[src/rtl/serial_add_ctrl_pkg.sv]
// Shared definitions for the bit-serial adder controller: state encodings,
// default width and the counter-width helper.
package serial_add_ctrl_pkg;

    // Default operand/result width
    localparam int unsigned SA_W_DEFAULT = 8;

    // Controller state encodings (2-bit, encoding 2'd3 is illegal)
    typedef logic [1:0] sa_state_t;
    localparam sa_state_t ST_IDLE = 2'd0;
    localparam sa_state_t ST_RUN  = 2'd1;
    localparam sa_state_t ST_DONE = 2'd2;

    // Bit counter width for a W-bit operation; the counter runs 0..W-1
    function automatic int unsigned cnt_width(input int unsigned w);
        return (w < 2) ? 1 : $clog2(w);
    endfunction

endpackage

[src/rtl/serial_add_ctrl_if.sv]
// Start/result handshake bundle between a requester and serial_add_ctrl.
interface serial_add_ctrl_if #(
    parameter int unsigned W = 8
);
    logic         start;
    logic [W-1:0] a;
    logic [W-1:0] b;
    logic         cin;
    logic         busy;
    logic         done;
    logic [W-1:0] sum;
    logic         cout;

    // Requester side
    modport master (
        output start, a, b, cin,
        input  busy, done, sum, cout
    );

    // Adder side
    modport slave (
        input  start, a, b, cin,
        output busy, done, sum, cout
    );
endinterface

[src/rtl/serial_add_ctrl_fa_bit.sv]
// Single 1-bit full-adder cell built from a 3-to-8 minterm decode.
module fa_bit (
    input  logic a,
    input  logic b,
    input  logic ci,
    output logic s,
    output logic co
);
    logic [7:0] m;

    // Minterm decode on {a,b,ci}, then OR the sum and carry minterm sets
    always_comb begin
        m = '0;
        m[{a, b, ci}] = 1'b1;
        s  = m[1] | m[2] | m[4] | m[7];
        co = m[3] | m[5] | m[6] | m[7];
    end
endmodule

[src/rtl/serial_add_ctrl.sv]
// Bit-serial W-bit adder controller. Operands are captured on an accepted
// start, then one bit pair per clock (LSB first) goes through a single shared
// full-adder cell; sum bits shift into the result MSB, carry is held in a flop.
module serial_add_ctrl
    import serial_add_ctrl_pkg::*;
#(
    parameter int unsigned W = SA_W_DEFAULT
) (
    input  logic             clk,
    input  logic             rst_n,
    serial_add_ctrl_if.slave bus
);
    localparam int unsigned   CW       = cnt_width(W);
    localparam logic [CW-1:0] CNT_LAST = CW'(W - 1);

    sa_state_t     state_q, state_d;
    logic [CW-1:0] cnt_q,   cnt_d;
    logic [W-1:0]  opa_q,   opa_d;
    logic [W-1:0]  opb_q,   opb_d;
    logic [W-1:0]  res_q,   res_d;
    logic          carry_q, carry_d;
    logic          cout_q,  cout_d;

    logic          cell_s;
    logic          cell_co;

    // The only adder logic: one cell fed from the operand LSBs and the carry flop
    fa_bit u_fa (
        .a  (opa_q[0]),
        .b  (opb_q[0]),
        .ci (carry_q),
        .s  (cell_s),
        .co (cell_co)
    );

    // Next-state and datapath control
    always_comb begin
        state_d = state_q;
        cnt_d   = cnt_q;
        opa_d   = opa_q;
        opb_d   = opb_q;
        res_d   = res_q;
        carry_d = carry_q;
        cout_d  = cout_q;
        case (state_q)
            ST_IDLE: begin
                if (bus.start) begin
                    state_d = ST_RUN;
                    opa_d   = bus.a;
                    opb_d   = bus.b;
                    carry_d = bus.cin;
                    cnt_d   = '0;
                end
            end
            ST_RUN: begin
                res_d   = {cell_s, res_q[W-1:1]};
                opa_d   = opa_q >> 1;
                opb_d   = opb_q >> 1;
                carry_d = cell_co;
                if (cnt_q == CNT_LAST) begin
                    state_d = ST_DONE;
                    cout_d  = cell_co;
                end else begin
                    cnt_d = cnt_q + 1'b1;
                end
            end
            ST_DONE: begin
                state_d = ST_IDLE;
            end
            default: begin
                state_d = ST_IDLE;
            end
        endcase
    end

    // State and datapath registers; reset discards any partial result
    always_ff @(posedge clk or negedge rst_n) begin
        if (!rst_n) begin
            state_q <= ST_IDLE;
            cnt_q   <= '0;
            opa_q   <= '0;
            opb_q   <= '0;
            res_q   <= '0;
            carry_q <= 1'b0;
            cout_q  <= 1'b0;
        end else begin
            state_q <= state_d;
            cnt_q   <= cnt_d;
            opa_q   <= opa_d;
            opb_q   <= opb_d;
            res_q   <= res_d;
            carry_q <= carry_d;
            cout_q  <= cout_d;
        end
    end

    assign bus.busy = (state_q != ST_IDLE);
    assign bus.done = (state_q == ST_DONE);
    assign bus.sum  = res_q;
    assign bus.cout = cout_q;

endmodule
[src/flat_wrapper.sv]
// flat-port wrapper written by rule: the top's interface ports become plain ports
module serial_add_ctrl_flat import serial_add_ctrl_pkg::*;
#(
    parameter int unsigned W = SA_W_DEFAULT
)
  (clk, rst_n, bus_start, bus_a, bus_b, bus_cin, bus_busy, bus_done, bus_sum, bus_cout);
  serial_add_ctrl_if #(.W(W)) bus_i ();
  input  logic clk;
  input  logic rst_n;
  input wire logic [$bits(bus_i.start)-1:0] bus_start;
  input wire logic [$bits(bus_i.a)-1:0] bus_a;
  input wire logic [$bits(bus_i.b)-1:0] bus_b;
  input wire logic [$bits(bus_i.cin)-1:0] bus_cin;
  output wire logic [$bits(bus_i.busy)-1:0] bus_busy;
  output wire logic [$bits(bus_i.done)-1:0] bus_done;
  output wire logic [$bits(bus_i.sum)-1:0] bus_sum;
  output wire logic [$bits(bus_i.cout)-1:0] bus_cout;
  assign bus_i.start = bus_start;
  assign bus_i.a = bus_a;
  assign bus_i.b = bus_b;
  assign bus_i.cin = bus_cin;
  assign bus_busy = bus_i.busy;
  assign bus_done = bus_i.done;
  assign bus_sum = bus_i.sum;
  assign bus_cout = bus_i.cout;
  serial_add_ctrl #(.W(W)) u_core (.clk(clk), .rst_n(rst_n), .bus(bus_i));
endmodule
[config.mk]
export PLATFORM = sky130hd
export DESIGN_NAME = serial_add_ctrl_flat
export DESIGN_NICKNAME = d
export VERILOG_FILES = /design/src/rtl/serial_add_ctrl_pkg.sv /design/src/rtl/serial_add_ctrl_if.sv /design/src/rtl/serial_add_ctrl_fa_bit.sv /design/src/rtl/serial_add_ctrl.sv /design/src/flat_wrapper.sv
export SDC_FILE = /design/constraint.sdc
export NUM_CORES = 1
export LEC_CHECK = 0
export BUFFER_PORTS_ARGS = -buffer_cell sky130_fd_sc_hd__buf_2
export CAP_MARGIN = 20
export CORE_MARGIN = 1
export CORE_UTILIZATION = 53
export DETAILED_ROUTE_END_ITERATION = 8
export PLACE_DENSITY = 0.87
export SETUP_SLACK_MARGIN = 0.2
export SKIP_LAST_GASP = 1
export SYNTH_ARGS = -nofsm -noshare
export SYNTH_HDL_FRONTEND = slang
export SYNTH_SLANG_ARGS = --single-unit
[constraint.sdc]
create_clock -name clk -period 1.7 [get_ports clk]
set_input_delay 0.255 -clock clk [delete_from_list [all_inputs] [get_ports clk]]
set_output_delay 0.255 -clock clk [all_outputs]
set_load 0.02 [all_outputs]
==> metrics.txt, run 1 <==
status=finished clean; Bufs on Longest Clock Path=2; final wirelength=3000 um; Crit path buffers/inverters=2; number of global-route vias before repair=1111; Total Neg Setup Slack=0 ps; Clock transition at path regs=90 ps; post-synthesis average cell area=11.6 um2; max incr delay on CP=450 ps; Req. time, crit path=1440 ps; CTS Buf Count=5; Inserted Diodes=0; grt peak-use layer=met2; final hold slack=220 ps; relative slew slack=56.0%; commonest cells after routing, fill and taps aside=buf_2, dfrtp_1, inv_1; core area=2540 um2; Post-Syn Area=1460 um2; Max Cap Viol=0; unrepaired setup endpoints after global routing=false; Crit. End Element=output port; CP Cell Sequence=buf_4, nor2b_1, buf_2; antenna violations before repair=0; routed vias/inst=5.89; GRT overflow=0; top post-synthesis cells by area=dfrtp_1, a222oi_1, inv_1; Worst Tran Pin Value=660 ps; worst hold endpoint=u_core.opb_q[2]$_DFFE_PN0P_; critical path depth=3; CP Launch Type=flop; die span in x=54.4 um; WP data arrival=1200 ps; yosys warns=0; post-synth cell types=26; Site Rows=18; hold depth=3; Max Clk Rate=687 MHz; M3 GR Usage=8.61%; Gate Count Post-Synth=126; area occupied by multi-input gates=549 um2; Critical-path top delay cell=dfrtp_2; CTS H-tree lvls=2; largest net degree at the start of global routing=32; Worst Skew=3.77 ps; Boundary Pins=31; Util after Layout=69.0%; initial core utilization=57.3%; via count=1148; Iter 0 DRT Violations=77; grt met1 use=28.9%; Largest delay share family, worst path=flip-flops; Synth area leader=dfrtp_1; max-slew violations=0; Post-DP HPWL=1970 um; FF-to-FF Start=u_core.state_q[1]$_DFFE_PN0P_; filler cell count=190; worst hold start=bus_b[2]; Peak VDD IR=1.41 mV; CTS tree=yes; NumNets Final=187; Yosys top cell area share=53.2%; worst-path fanout max=5; final setup margin=244 ps; Post-DRT Antenna Nets=0; PD cells=1890 nW/um2; gpl congestion=0.760; crit path kind=flop to output port; FF+latch area=778 um2; Pwr Total=3.33 mW; dpl ws=255 ps; average wire per standard cell=15.4 um; worst reg2reg setup slack=250 ps; port buffer count=30; Die Area=2960 um2; share of cells above drive strength 1=36.4%; terminus of the critical flop-to-flop path=u_core.bus.sum[1]$_DFFE_PN0P_; met2 Resource Use GR=38.2%; Pre-antenna DRT Iters=7; final hold violation count=0; Leakage=0.905 nW; syn_nets=149; Root Driver=clkbuf_4; GRT Resource Usage Total=24.1%; global-route wire length before repair=4820 um; Synth Register Bits=31; # DRC=0; R2R cell count=4; CP startpoint=u_core.state_q[0]$_DFFE_PN0P_; Chip Height=54.4 um; clk sinks=31; Worst-Skew Late Latency=330 ps; minimum clock period after layout=1460 ps; setup violators final=0; HP Class=primary input to flop; sequential share of the synthesized area=53.2%; Area Overhead vs Synth=20.5%; Tcrit/Tclk final=85.7%
cell usage after synthesis:
library cell / number
a211o_1: 1
a221o_1: 2
o221ai_1: 2
buf_2: 3
dfrtp_1: 31
a211oi_1: 1
mux2_2: 4
a222oi_1: 14
buf_6: 4
nor3b_1: 1
fa_1: 1
inv_1: 19
ha_1: 2
or2_2: 2
clkbuf_1: 1
nand3b_1: 1
mux2_1: 5
nand2_1: 4
o21ba_2: 1
and3_1: 3
o21bai_4: 1
nor2b_1: 5
and2b_4: 1
clkbuf_2: 1
nor2_1: 14
nor4b_1: 2
what timing repair did:
action | in CTS | in global routing
pin swaps | 0 | 0
setup endpoints to repair | 2 | 10
gates resized for setup | 4 | 3
endpoints found under the hold margin | 31 | 0
hold buffers | 1 | 0
buffers inserted | 4 | 0
layer usage:
layer	part of all wire (%)	up-vias
li1	-	524
met1	41	566
met2	50	51
met3	7.0	7
met4	1.7	0
met5	0	-
cell type report:
cell class / count / area share (%)
Tap cell: 30 / 2.14
Clock inverter: 2 / 1.99
Timing Repair Buffer: 40 / 13.3
Clock buffer: 6 / 2.92
Sequential cell: 31 / 44.3
Multi-Input combinational cell: 67 / 31.3
Inverter: 19 / 4.06
cells by family (layout without fill, tap and decap cells):
logic type      count (synthesis)  after routing  share of synthesized area [%]
compound gates                 22             22                           15.3
fa+ha+maj                       3              3                           3.09
buf+inv                        28             67                           9.61
flops                          31             31                           53.2
mux                             9              9                           6.95
simple gates                   33             33                           11.8
worst min-delay path: stages:
cell and delay (ps):
buf_2 90, nor2_1 80, a222oi_1 80
power breakdown:
part           internal, mW  total [mW]  switching [mW]
Combinational         0.685        1.45           0.761
Sequential             1.09        1.28           0.188
Clock                 0.347       0.602           0.255
Total                  2.12        3.33            1.20
metrics by stage:
| step | area, um2 | instances |
|---|---|---|
| 6_report | 1760 | 195 |
| 5_1_grt | 1760 | 195 |
| 4_1_cts | 1750 | 195 |
| 3_5_place_dp | 1610 | 182 |
| 3_3_place_gp | 1610 | 182 |
| 2_1_floorplan | 1460 | 126 |
registers in the layout (all words and copies together), names as in the netlist:
| name | cells |
|---|---|
| u_core.bus.cout | 1 |
| u_core.opa_q | 8 |
| u_core.opb_q | 8 |
| u_core.state_q | 2 |
| u_core.carry_q | 1 |
| u_core.bus.sum | 8 |
| u_core.cnt_q | 3 |
worst max path at each step:
stage,slack (ps),end
after floorplan,330,u_core.cnt_q[2]$_DFFE_PN0P_
after global placement,310,u_core.bus.cout$_DFFE_PN0P_
after detailed placement,250,u_core.bus.sum[1]$_DFFE_PN0P_
after CTS,220,u_core.bus.sum[1]$_DFFE_PN0P_
after global routing,200,bus_done
final,240,bus_done
No activity file was read; power rests on OpenSTA's default activity.
==> inputs of run 2 (changes only) <==
CORE_UTILIZATION = 57   (was 53)
PLACE_DENSITY = 0.92   (was 0.87)
clock period = 1.8 ns   (was 1.7 ns; I/O delays follow)
==> metrics.txt, run 2 (synthesized netlist as in run 1, its figures left out) <==
status=finished clean (unchanged); Chip Height=52.6 um (was 54.4 um); HP Class=primary input to flop (unchanged); relative slew slack=54.9% (was 56.0%); Switching Fraction=37.5% (was 36.2%); Clock transition at path regs=90 ps (about the same); minimum clock period after layout=1550 ps; CTS tree=yes (unchanged); average wire per standard cell=16.6 um (was 15.4 um); Worst Tran Pin Value=677 ps (was 660 ps); Bufs on Longest Clock Path=2 (unchanged); most common cell after layout, fill and taps aside=dfrtp_1; CTS Buf Count=5 (unchanged); Boundary Pins=31 (unchanged); CTS H-tree lvls=2 (unchanged); share of cells above drive strength 1=33.9% (was 36.4%); clk sinks=31 (unchanged); core area=2320 um2 (was 2540 um2); final hold violation count=0 (unchanged); routed vias/inst=5.98 (was 5.89); number of global-route vias before repair=1098 (was 1111); gpl congestion=0.751 (was 0.760); Req. time, crit path=1530 ps (was 1440 ps); global-route wire length before repair=5020 um (was 4820 um); WP data arrival=1280 ps (was 1200 ps); Pre-antenna DRT Iters=8 (was 7); Comb pwr share=45.9% (was 43.4%); worst reg2reg setup slack=290 ps (was 250 ps); area occupied by multi-input gates=547 um2 (was 549 um2); CP Launch Type=flop (unchanged); initial core utilization=62.9% (was 57.3%); FF+latch area=776 um2 (was 778 um2); P_sw=1.15 mW (was 1.20 mW); worst-path fanout max=6 (was 5); Cell Int Power=1.93 mW (was 2.12 mW); max-slew violations=0 (unchanged); via count=1154 (was 1148); worst hold start=bus_b[4] (was bus_b[2]); antenna violations before repair=0 (unchanged); setup violators final=0 (unchanged); Leakage=0.918 nW (was 0.905 nW); Max Clk Rate=643 MHz; commonest cells after routing, fill and taps aside=dfrtp_1, buf_2, inv_1 (was buf_2, dfrtp_1, inv_1); largest net degree at the start of global routing=32 (unchanged); final wirelength=3210 um (was 3000 um); Worst-Skew Late Latency=320 ps (was 330 ps); Root Driver=clkbuf_4 (unchanged); Post-DP HPWL=2000 um (was 1970 um); port buffer count=30 (unchanged); Inserted Diodes=0 (unchanged); # DRC=0 (unchanged); Tcrit/Tclk final=86.3%; FF-to-FF Start=u_core.state_q[1]$_DFFE_PN0P_ (unchanged); crit path kind=flop to output port (unchanged); Total Neg Setup Slack=0 ps (unchanged); terminus of the critical flop-to-flop path=u_core.opb_q[2]$_DFFE_PN0P_ (was u_core.bus.sum[1]$_DFFE_PN0P_); R2R cell count=4 (unchanged); Util after Layout=76.9% (was 69.0%); worst hold endpoint=u_core.opb_q[4]$_DFFE_PN0P_ (was u_core.opb_q[2]$_DFFE_PN0P_); GRT overflow=0 (unchanged); Worst Skew=5.89 ps (was 3.77 ps); Iter 0 DRT Violations=80 (was 77); Site Rows=17 (was 18); clock share of power=14.8% (was 18.1%); NumNets Final=187 (unchanged); Area Overhead vs Synth=22.3% (was 20.5%); sequential share of power=39.4% (was 38.5%); filler cell count=136 (was 190); Post-DRT Antenna Nets=0 (unchanged); Crit. End Element=output port (unchanged); hold depth=3 (unchanged); GRT Resource Usage Total=26.5% (was 24.1%); PD cells=1730 nW/um2 (was 1890 nW/um2); Die Area=2760 um2 (was 2960 um2); unrepaired setup endpoints after global routing=false (unchanged); Peak VDD IR=1.21 mV (was 1.41 mV); Pwr Total=3.08 mW (was 3.33 mW); Max Cap Viol=0 (unchanged); die span in x=52.6 um (was 54.4 um)
run 2: timing repair:
| item | 4_1_cts | 5_1_grt |
|---|---|---|
| setup buffers | 4 | 0 |
| resized for setup | 7 | 4 |
| setup endpoints to repair | 1 | 20 |
| hold endpoints to repair | 31 | 0 |
| cloned | 1 | 0 |
| hold buffers | 1 | 0 |
run 2: worst max path at each step:
stage	startpoint	end	slack, ps
5_1_grt	u_core.state_q[1]$_DFFE_PN0P_	bus_done	200
4_1_cts	u_core.state_q[1]$_DFFE_PN0P_	bus_done	220
2_1_floorplan	u_core.cnt_q[0]$_DFFE_PN0P_	u_core.cnt_q[2]$_DFFE_PN0P_	430
6_report	u_core.state_q[1]$_DFFE_PN0P_	bus_done	250
3_5_place_dp	u_core.cnt_q[0]$_DFFE_PN0P_	u_core.bus.cout$_DFFE_PN0P_	360
3_3_place_gp	u_core.cnt_q[0]$_DFFE_PN0P_	u_core.bus.cout$_DFFE_PN0P_	410
run 2: critical path, stage by stage (launching register included):
cell and delay [ps]:
dfrtp_1 430, buf_12 150, buf_8 120, nor2b_1 120, buf_4 150
run 2: routing by layer:
| metal | part of all wire (%) | track usage (%) | routed length (um) |
|---|---|---|---|
| met2 | 49 | 44.5 | 1580 |
| met5 | 0 | 0 | 0 |
| met4 | 1.2 | 11.0 | 38 |
| met3 | 10 | 6.09 | 337 |
| met1 | 39 | 32.5 | 1250 |
run 2: area by class of cell:
| type | count | share of cell area (%) |
|---|---|---|
| Multi-Input combinational cell | 67 | 30.7 |
| Clock buffer | 8 | 3.86 |
| Tap cell | 28 | 1.96 |
| Inverter | 19 | 4.00 |
| Timing Repair Buffer | 40 | 16.0 |
| Sequential cell | 31 | 43.5 |
run 2: through the flow:
step	setup WS, ps	std cells	hold slack (ps)	instance area (um2)
after CTS	224	193	245	1770
after floorplan	428	126	-25.6	1460
after detailed placement	359	179	336	1600
final	246	193	254	1780
after global placement	415	179	326	1600
after global routing	202	193	238	1780
run 2: power by group through the flow:
stage | clock network (mW) | logic (mW) | registers [mW]
after floorplan | 0 | 0.861 | 1.31
after global placement | 0 | 1.22 | 1.19
after detailed placement | 0 | 1.30 | 1.22
after CTS | 0.456 | 1.39 | 1.21
after global routing | 0.497 | 1.54 | 1.25
final | 0.455 | 1.41 | 1.21
==> inputs of run 3 (changes only) <==
RECOVER_POWER = 50   (was not set)
==> metrics.txt, run 3 (synthesized netlist as in run 1, its figures left out) <==
status=finished clean (unchanged); die span in x=52.6 um (unchanged); # DRC=0 (unchanged); Area Overhead vs Synth=21.9% (was 22.3%); filler cell count=139 (was 136); Boundary Pins=31 (unchanged); max-slew violations=0 (unchanged); final wirelength=3240 um (was 3210 um); setup violators final=0 (unchanged); most common cell after layout, fill and taps aside=dfrtp_1 (unchanged); number of global-route vias before repair=1098 (unchanged); share of cells above drive strength 1=30.9% (was 33.9%); Root Driver=clkbuf_4 (unchanged); initial core utilization=62.9% (unchanged); HP Class=primary input to flop (unchanged); Req. time, crit path=1530 ps (about the same); Site Rows=17 (unchanged); crit path kind=flop to output port (unchanged); Worst-Skew Late Latency=320 ps (about the same); core area=2320 um2 (unchanged); PD cells=1730 nW/um2 (about the same); Worst Tran Pin Value=751 ps (was 677 ps); antenna violations before repair=0 (unchanged); WP data arrival=1280 ps (about the same); Max Cap Viol=0 (unchanged); Die Area=2760 um2 (unchanged); worst-path fanout max=6 (unchanged); Cell Int Power=1.91 mW (was 1.93 mW); CTS tree=yes (unchanged); clock share of power=14.8% (about the same); Crit. End Element=output port (unchanged); clk sinks=31 (unchanged); Max Clk Rate=645 MHz (was 643 MHz); Pre-antenna DRT Iters=8 (unchanged); CP Launch Type=flop (unchanged); Total Neg Setup Slack=0 ps (unchanged); Non-Filler Instances=193 (unchanged); global-route wire length before repair=5020 um (unchanged); average wire per standard cell=16.8 um (was 16.6 um); unrepaired setup endpoints after global routing=false (unchanged); GRT overflow=0 (unchanged); Switching Fraction=37.8% (was 37.5%); port buffer count=30 (unchanged); final setup margin=249 ps (was 246 ps); Leakage=0.905 nW (was 0.918 nW); Chip Height=52.6 um (unchanged); sequential share of power=39.6% (was 39.4%); Iter 0 DRT Violations=73 (was 80); Worst Skew=5.04 ps (was 5.89 ps); Placed Instances=179 (unchanged); NumNets Final=187 (unchanged); CTS H-tree lvls=2 (unchanged); Clock transition at path regs=90 ps (about the same); largest net degree at the start of global routing=32 (unchanged); dpl ws=359 ps (unchanged); P_sw=1.16 mW (was 1.15 mW); final hold violation count=0 (unchanged); gpl congestion=0.751 (unchanged); Post-DRT Antenna Nets=0 (unchanged); Comb pwr share=45.6% (was 45.9%); commonest cells after routing, fill and taps aside=dfrtp_1, buf_2, inv_1 (unchanged); Inserted Diodes=0 (unchanged); Bufs on Longest Clock Path=2 (unchanged); relative slew slack=49.9% (was 54.9%); routed vias/inst=6.13 (was 5.98); Tcrit/Tclk final=86.2% (was 86.3%); Post-DP HPWL=2000 um (unchanged); minimum clock period after layout=1550 ps (about the same); via count=1184 (was 1154); GRT Resource Usage Total=26.5% (unchanged); CTS Buf Count=5 (unchanged); Peak VDD IR=1.21 mV (about the same)
[run 3: changes by cell type in the layout (fill, tap and decap cells not counted)]
| cell | before | now |
|---|---|---|
| clkbuf_1 | 1 | 6 |
| clkbuf_2 | 0 | 1 |
| buf_2 | 28 | 22 |
[run 3: metrics by stage]
stage	hold slack, ps	total power, mW	instance area (um2)	util [%]
CTS	245	3.05	1770	76.4
floorplan	-25.6	2.17	1460	-
global route	238	3.28	1780	76.6
detailed placement	336	2.51	1600	69.2
global placement	326	2.40	1600	69.2
finish	255	3.07	1780	76.6
[run 3: power groups by stage]
stage	logic [mW]	registers (mW)	clock network (mW)
global route	1.53	1.26	0.497
CTS	1.39	1.21	0.456
detailed placement	1.30	1.22	0
finish	1.40	1.22	0.454
global placement	1.22	1.19	0
floorplan	0.861	1.31	0
[run 3: critical path: stages, from the launching register on]
cell and delay [ps]:
dfrtp_1 430, buf_12 150, buf_8 120, nor2b_1 120, buf_4 150
[run 3: timing repair]
action	4_1_cts	5_1_grt
hold buffers	1	0
setup endpoints to repair	1	20
endpoints found under the hold margin	31	0
resized for setup	7	4
cloned	1	0
setup buffers	4	0
[run 3: metal layers]
metal | part of all wire (%) | up-vias | GRT usage (%)
met5 | 0 | - | 0
li1 | - | 529 | -
met3 | 9.8 | 7 | 6.09
met4 | 1.3 | 0 | 11.0
met1 | 39 | 576 | 32.5
met2 | 50 | 72 | 44.5
[run 3: path summary, 6_finish.rpt]
kind / startpoint / slack [ps] / to / cells after the start
worst max-delay path: u_core.state_q[1]$_DFFE_PN0P_ / 250 / bus_done / 4
worst min-delay path: bus_b[4] / 260 / u_core.opb_q[4]$_DFFE_PN0P_ / 3
worst max register to register: u_core.state_q[1]$_DFFE_PN0P_ / 300 / u_core.opa_q[0]$_DFFE_PN0P_ / 4
worst min register to register: u_core.bus.sum[2]$_DFFE_PN0P_ / 520 / u_core.bus.sum[2]$_DFFE_PN0P_ / 1
max in group asynchronous: rst_n / 770 / u_core.opb_q[3]$_DFFE_PN0P_ / 2
min in group asynchronous: rst_n / 550 / u_core.bus.sum[3]$_DFFE_PN0P_ / 2
[run 3: final cells by class]
class                   count  area (um2)  share of cell area (%)
clock buffers               8        68.8                    3.87
well taps                  28        35.0                    1.97
multi-input cells          67         547                    30.8
inverters                  19        71.3                    4.01
repair buffers             40         279                    15.7
flip-flops and latches     31         776                    43.7
